File: src/rtl/data_mem_responder.sv
// Data-side memory responder: word RAM, console byte FIFO with status, and a free-running timer.
// Reads are combinational from the address; all state updates on the rising clock edge.
module data_mem_responder #(
  parameter int unsigned RAM_WORDS  = 64,
  parameter int unsigned FIFO_DEPTH = 4
) (
  input  logic        clk,
  input  logic        reset,
  input  logic [31:0] Alu_result,
  input  logic [31:0] writedata,
  input  logic        memwrite,
  output logic [31:0] read_data,
  output logic        cons_valid,
  output logic [7:0]  cons_data,
  input  logic        cons_ready
);

  localparam int unsigned AW = $clog2(RAM_WORDS);
  localparam int unsigned PW = $clog2(FIFO_DEPTH);
  localparam int unsigned CW = PW + 1;

  localparam logic [29:0] WordConsData = 30'h0000_0400;
  localparam logic [29:0] WordConsStat = 30'h0000_0401;
  localparam logic [29:0] WordTimer    = 30'h0000_0402;

  logic [31:0]   ram_q  [RAM_WORDS];
  logic [7:0]    fifo_q [FIFO_DEPTH];
  logic [PW-1:0] rd_ptr_q, wr_ptr_q;
  logic [CW-1:0] count_q;
  logic          overflow_q, bus_error_q;
  logic [31:0]   timer_q;

  logic [29:0]   word_addr;
  logic [AW-1:0] ram_idx;
  logic          sel_ram, sel_cdata, sel_cstat, sel_timer, sel_unmapped;
  logic          empty, full, push, pop, push_ok;
  logic [31:0]   status;
  logic [1:0]    unused_addr_bits;

  // Word access only: the byte offset is ignored.
  assign unused_addr_bits = Alu_result[1:0];

  assign word_addr    = Alu_result[31:2];
  assign ram_idx      = Alu_result[AW+1:2];
  assign sel_ram      = (Alu_result[31:AW+2] == '0);
  assign sel_cdata    = (word_addr == WordConsData);
  assign sel_cstat    = (word_addr == WordConsStat);
  assign sel_timer    = (word_addr == WordTimer);
  assign sel_unmapped = !(sel_ram || sel_cdata || sel_cstat || sel_timer);

  assign empty   = (count_q == '0);
  assign full    = (count_q == CW'(FIFO_DEPTH));
  assign pop     = !empty && cons_ready;
  assign push    = memwrite && sel_cdata;
  // A pop in the same cycle frees the slot a push into a full FIFO needs.
  assign push_ok = push && (!full || pop);

  assign cons_valid = !empty;
  assign cons_data  = empty ? 8'h00 : fifo_q[rd_ptr_q];

  assign status = {22'b0, bus_error_q, overflow_q, 6'(count_q), empty, full};

  always_comb begin
    read_data = 32'hDEAD_BEEF;
    if (sel_ram) begin
      read_data = ram_q[ram_idx];
    end else if (sel_cdata) begin
      read_data = {24'b0, cons_data};
    end else if (sel_cstat) begin
      read_data = status;
    end else if (sel_timer) begin
      read_data = timer_q;
    end
  end

  // Storage arrays carry no reset; the FIFO occupancy logic masks stale entries.
  always_ff @(posedge clk) begin
    if (memwrite && sel_ram) begin
      ram_q[ram_idx] <= writedata;
    end
  end

  always_ff @(posedge clk) begin
    if (push_ok) begin
      fifo_q[wr_ptr_q] <= writedata[7:0];
    end
  end

  always_ff @(posedge clk or posedge reset) begin
    if (reset) begin
      rd_ptr_q    <= '0;
      wr_ptr_q    <= '0;
      count_q     <= '0;
      overflow_q  <= 1'b0;
      bus_error_q <= 1'b0;
      timer_q     <= '0;
    end else begin
      if (pop) begin
        rd_ptr_q <= rd_ptr_q + PW'(1);
      end
      if (push_ok) begin
        wr_ptr_q <= wr_ptr_q + PW'(1);
      end
      case ({push_ok, pop})
        2'b10:   count_q <= count_q + CW'(1);
        2'b01:   count_q <= count_q - CW'(1);
        default: count_q <= count_q;
      endcase

      if (push && full && !pop) begin
        overflow_q <= 1'b1;
      end else if (memwrite && sel_cstat && writedata[8]) begin
        overflow_q <= 1'b0;
      end

      if (memwrite && sel_unmapped) begin
        bus_error_q <= 1'b1;
      end else if (memwrite && sel_cstat && writedata[9]) begin
        bus_error_q <= 1'b0;
      end

      if (memwrite && sel_timer) begin
        timer_q <= writedata;
      end else begin
        timer_q <= timer_q + 32'd1;
      end
    end
  end

endmodule

File: config.mk
export PLATFORM = sky130hd
export DESIGN_NAME = data_mem_responder
export DESIGN_NICKNAME = d
export VERILOG_FILES = /design/src/rtl/data_mem_responder.sv
export SDC_FILE = /design/constraint.sdc
export NUM_CORES = 2
export LEC_CHECK = 0
export BUFFER_PORTS_ARGS = -buffer_cell sky130_fd_sc_hd__buf_2
export CORE_UTILIZATION = 36
export CTS_CLUSTER_DIAMETER = 30
export CTS_CLUSTER_SIZE = 16
export DETAILED_ROUTE_END_ITERATION = 8
export HOLD_SLACK_MARGIN = 0.12
export RECOVER_POWER = 50
export SKIP_LAST_GASP = 1
export SLEW_MARGIN = 15
export SYNTH_ARGS = -nofsm -noshare
export SYNTH_HDL_FRONTEND = slang
export SYNTH_SLANG_ARGS = --single-unit
File: constraint.sdc
create_clock -name clk -period 3 [get_ports clk]
set_clock_uncertainty 0.05 [all_clocks]
set_input_delay 0.6 -clock clk [delete_from_list [all_inputs] [get_ports clk]]
set_output_delay 0.6 -clock clk [all_outputs]
set_load 0.01 [all_outputs]
Yosys cells after proc, flatten, opt, wreduce, memory -nomap -nowiden
Memory sizes are Yosys's and may differ from the RTL's.
Cells that the tools add are included.

cells by class
  $add $sub $neg = 5
  eq/ne operators = 6
  mux-type cells = 15
  reductions and logical operators = 24

operator list
  cell                   number
  $mux 32                5
  $eq 30x11->1 const B   3
  $add 32x1->32 const B  1
  $logic_not 24->1       1
  $logic_and 1x1->1      11
  $mux 1                 8
  $mux 8                 1
  $pmux 3 s2             1
  $reduce_bool 2->1      3
  $add 2x1->2 const B    2
  $logic_not 1->1        4
  $logic_or 1x1->1       4
  $add 3x1->3 const B    1
  $eq 3x3->1 const B     1
  $logic_not 3->1        1
  $sub 3x1->3 const B    1
  $eq 2x1->1 const B     1
  $eq 2x2->1 const B     1

word-level totals
  register bits after elaboration = 41
  bits in writable memories = 2080
  output and inout bits = 41
  memories = 2

memories
  name    depth  width  rd ports  clocked after Yosys merged registers in  write ports  RTL line  source
  ram_q   64     32     1         0                                        1            26        logic [31:0] ram_q [RAM_WORDS];
  fifo_q  4      8      1         0                                        1            27        logic [7:0] fifo_q [FIFO_DEPTH];

Depth between registers and ports, before layout
  depth after elaboration = 7
  depth in mapped cells = 12

Least setup slack after synthesis
OpenSTA, ideal clock, no wires.

  path kind = in2reg
  from = input port Alu_result[27]
  to = memory ram_q[2][0] (enable)
  arrival time = 3964 ps
  data required time = 2489 ps
  setup slack = -1475 ps
  cell stages on the path = 6
  path buffers = 1
  cells stage by stage = nor4_1 nand4_1 nor2_1 clkbuf_1 nand2_1 nor3_1

between the ends
  cells in the longest elaborated chain, start to end = 4

RTL lines
  element                       RTL line  source
  from (decl)                   9         input logic [31:0] Alu_result,
  $logic_not 24->1              45        assign sel_ram = (Alu_result[31:AW+2] == '0);
  $logic_and 1x1->1             78        if (memwrite && sel_ram) begin
  $mux 1                        78
  $mux 1 (not written as such)  79        ram_q[ram_idx] <= writedata;
  to (decl)                     26

Every way passes these cells.

Worst setup path after layout
  from = input port Alu_result[4]
  to = output port read_data[21]

between the ends
  cells in the longest elaborated chain, start to end = 5
  elaborated cells on any way between the ends = 8
  classes of those cells = 3 x eq/ne; 4 x mux; 1 x memory

RTL lines
  element                                                RTL line  source
  branches (longest 4 deep; another with $mem_v2 64x32)  n/a
  $mux 32 *                                              65        if (sel_ram) begin
  to (decl)                                              12        output logic [31:0] read_data,

Every way passes the cells marked *.

==> results_dict.tcl <==
set metrics [dict create \
    layout_common_cells "edfxtp_1 (2080), buf_4 (695), clkbuf_16 (432), mux2i_1 (257), buf_12 (223)" \
    switchingPower_w 0.01888 \
    synthMuxAreaShare 0.08727 \
    worstSkewPairLatency_ns 0.95 \
    fillers 18460 \
    finalNonFillerCells 9279 \
    worstSetupEndpoint "read_data[21]" \
    port_buffers 106 \
    min_from "memwrite" \
    cts.sinks 2121 \
    syn_area_per_cell_um2 17.82 \
    hpwl_um 204900 \
    place_inst 8415 \
    dr_total_vias 55870 \
    crit_required_ns 2.35 \
    rsz0062_at_grt "yes" \
    dp_slack_ns -1.939 \
    cap_violations 34 \
    htreeDepth 5 \
    report.final.setup_viol 37 \
    detail-route-antenna-nets 0 \
    crit_path_end_kind "primary output" \
    reg2reg_from "count_q[1]" \
    cts_root_buf "clkbuf_16" \
    ys_async_sr_fraction 0.01933 \
    netlist_area_um2 82970 \
    worstHoldPathType "input port to register" \
    worst_pin_slew_ns 2.380 \
    track_usage 0.2685 \
    r2r_end "count_q[2]" \
    slowest_delay_ns 0.57 \
    fmax_ghz 0.2453 \
    reg2reg_depth 6 \
    yosys.area_share.adder 0.0009953 \
    yosysSeqAreaShare 0.7652 \
    start_util 0.3636 \
    dr.first_iter.drc_count 9027 \
    finalInstanceArea_um2 113400 \
    clock_path_buffers 4 \
    crit_path_max_fanout 12 \
    grt_pass1_wl_um 431900 \
    ys_ff_latch 2121 \
    grt_pass1_vias 54170 \
    gr-total-overflow 0 \
    finalHoldViolCount 0 \
    power_frac_seq 0.386 \
    wire_per_inst_um 34.33 \
    setup_slack_ns -1.077 \
    yosys_warnings 0 \
    min_period_over_period 1.359 \
    whs_ns 0.2253 \
    drcViolationCount 0 \
    placed_area_um2 96280 \
    syn_nets 4731 \
    worstSetupPathType "input port to primary output" \
    crit_start "Alu_result[4]" \
    synthCells 4657 \
    synth_edf_count 2080 \
    p_per_area_nw_per_um2 747.4 \
    internal-power_w 0.06585 \
    crit_path_start_kind "input port" \
    dieArea_um2 232400 \
    path_cells "buf_16 -> buf_12 -> clkbuf_16 -> buf_4 -> nand2b_1 -> buf_4 -> o22ai_1 -> a211oi_2 -> o22ai_2 -> nor4_4 -> buf_4 -> o221ai_2 -> buf_2" \
    die_h_um 482.1 \
    violations "capacitance limit, slew limit, setup timing" \
    crit_slowest_cell "nor4_4" \
    slew_headroom -0.5866 \
    multi_input_area_um2 20150 \
    synthFlopType "edfxtp_1" \
    clock_power_share 0.550 \
    finalCriticalPeriod_ns 4.077 \
    via_per_inst 6.021 \
    wirelength_um 318600 \
    layout_commonest_cell "edfxtp_1" \
    drive_gt1_frac 0.3833 \
    slew_viol_final 1417 \
    critPathArrivalTime_ns 3.43 \
    cts.clk_slew.worst_paths_ns 0.05 \
    p_sw_frac 0.2228 \
    die_w_um 482.1 \
    status "finished with violations" \
    irDropWorstVdd_v 0.0008405 \
    drtPass1Iterations 7 \
    cts_tree "done" \
    p_leak_nw 38.91 \
    setup_tns_ns -26.59 \
    reg2reg_slack_ns 0.75 \
    crit_top_cell "buf_4" \
    antenna_found_initial 22 \
    cts_buffers 423 \
    gp_congestion 0.9488 \
    synth-simple-area-share 0.03152 \
    synth_xor_xnor_area_share 0.003484 \
    num_io_pins 109 \
    final-seq-area_um2 63490 \
    synthToLayoutAreaGrowth_pct 36.65 \
    fp.coreArea_um2 228200 \
    fp-row-count 175 \
    synth-compound-area-share 0.08956 \
    comb_power_share 0.064 \
    final_nets 5997 \
    synth.distinct_cells 77 \
    synth_top_family_by_area "compound AO/OA/AOI/OAI gates" \
    grt_max_degree 70 \
]
sequential cells by signal, summed over array words and instances (netlist names):
| signal | flops |
|---|---|
| ram_q | 2048 |
| fifo_q | 32 |
| timer_q | 32 |
| count_q | 3 |
| rd_ptr_q | 2 |
| wr_ptr_q | 2 |
| bus_error_q | 1 |
| overflow_q | 1 |
area by class of cell:
| type | instances | area share |
|---|---|---|
| sequential | 2121 | 0.5600 |
| clock inverter | 292 | 0.02870 |
| multi-input combinational | 2207 | 0.1777 |
| inverter | 11 | 0.0004745 |
| clock buffer | 469 | 0.09601 |
| tap | 3009 | 0.03321 |
| antenna | 11 | 0.0002428 |
| timing repair buffer | 1159 | 0.1036 |
critical path, delay by kind of cell:
family / cells / cell delay [ns]
compound gates: 4 / 0.69
buf+inv: 7 / 1.30
simple gates: 2 / 0.81
cell families (layout without fill, tap and decap cells):
family / Yosys count / in the layout
AO/OA/AOI/OAI: 1055 / 1055
XOR/XNOR: 33 / 33
AND/OR/NAND/NOR: 570 / 570
adder cells (fa/ha/maj): 6 / 6
flip-flops: 2121 / 2121
buffers and inverters: 329 / 1931
multiplexers: 543 / 543
other: 0 / 11
stage by stage:
step	total power, W	utilization
floorplan	0.03518	-
global placement	0.03788	0.4220
CTS	0.08456	0.4931
detailed placement	0.03794	0.4220
finish	0.08473	0.4969
global route	0.08640	0.4968
how the worst min path moves through the flow:
stage | to | slack (ns) | cells after the start
6_report | count_q[0] | 0.23 | 5
5_1_grt | wr_ptr_q[0] | 0.24 | 5
4_1_cts | ram_q[2][24] | 0.12 | 1
3_5_place_dp | overflow_q | 0.44 | 1
3_3_place_gp | bus_error_q | 0.44 | 1
2_1_floorplan | overflow_q | 0.42 | 1
what timing repair did:
action / in CTS / in global routing
pin swaps: 94 / 89
setup endpoints to repair: 38 / 38
gates resized for setup: 298 / 207
cloned: 5 / 2
setup buffers: 52 / 39
hold buffers: 10 / 0
hold endpoints to repair: 134 / 0
per-layer routing:
| layer | track usage | routed length [um] | up-vias |
|---|---|---|---|
| met1 | 0.3492 | 116500 | 28680 |
| met3 | 0.08190 | 42880 | 851 |
| met5 | 0 | 130 | - |
| met4 | 0.1292 | 17050 | 20 |
| met2 | 0.4090 | 142000 | 4390 |
| li1 | - | - | 21920 |
power by group through the flow:
stage | combinational, W | clock [W] | sequential, W
after floorplan | 0.00198 | 0 | 0.0332
after global placement | 0.00467 | 0 | 0.0332
after detailed placement | 0.00472 | 0 | 0.0332
after CTS | 0.00515 | 0.0467 | 0.0327
after global routing | 0.00554 | 0.0482 | 0.0327
final | 0.00541 | 0.0466 | 0.0327
cell usage after synthesis, types with 17 or more instances:
cell         n  area (um^2)
a22o_1      43        376.6
buf_6       35        394.1
a221o_1     18        180.2
buf_1       21        78.83
mux2i_1    261         2613
o22ai_1    135        844.6
edfxtp_1  2080        62460
and2_1      17        106.4
a221oi_1   250         2190
mux4_2     129         2905
o221ai_1    20        175.2
buf_2      110        550.5
a21oi_1    177        885.9
mux2_2     152         1712
nand3_1     51        255.2
and3_1      20        125.1
buf_4       50        375.4
nand2_1    120        450.4
dfrtp_1     41         1026
o21ai_0    166        830.8
nor2_1     262        983.4
clkbuf_1   101        379.1
xor2_1      22        192.7
nand4_1     24        150.1
a22oi_1    154         1156
(Power assumes the default switching activity.)
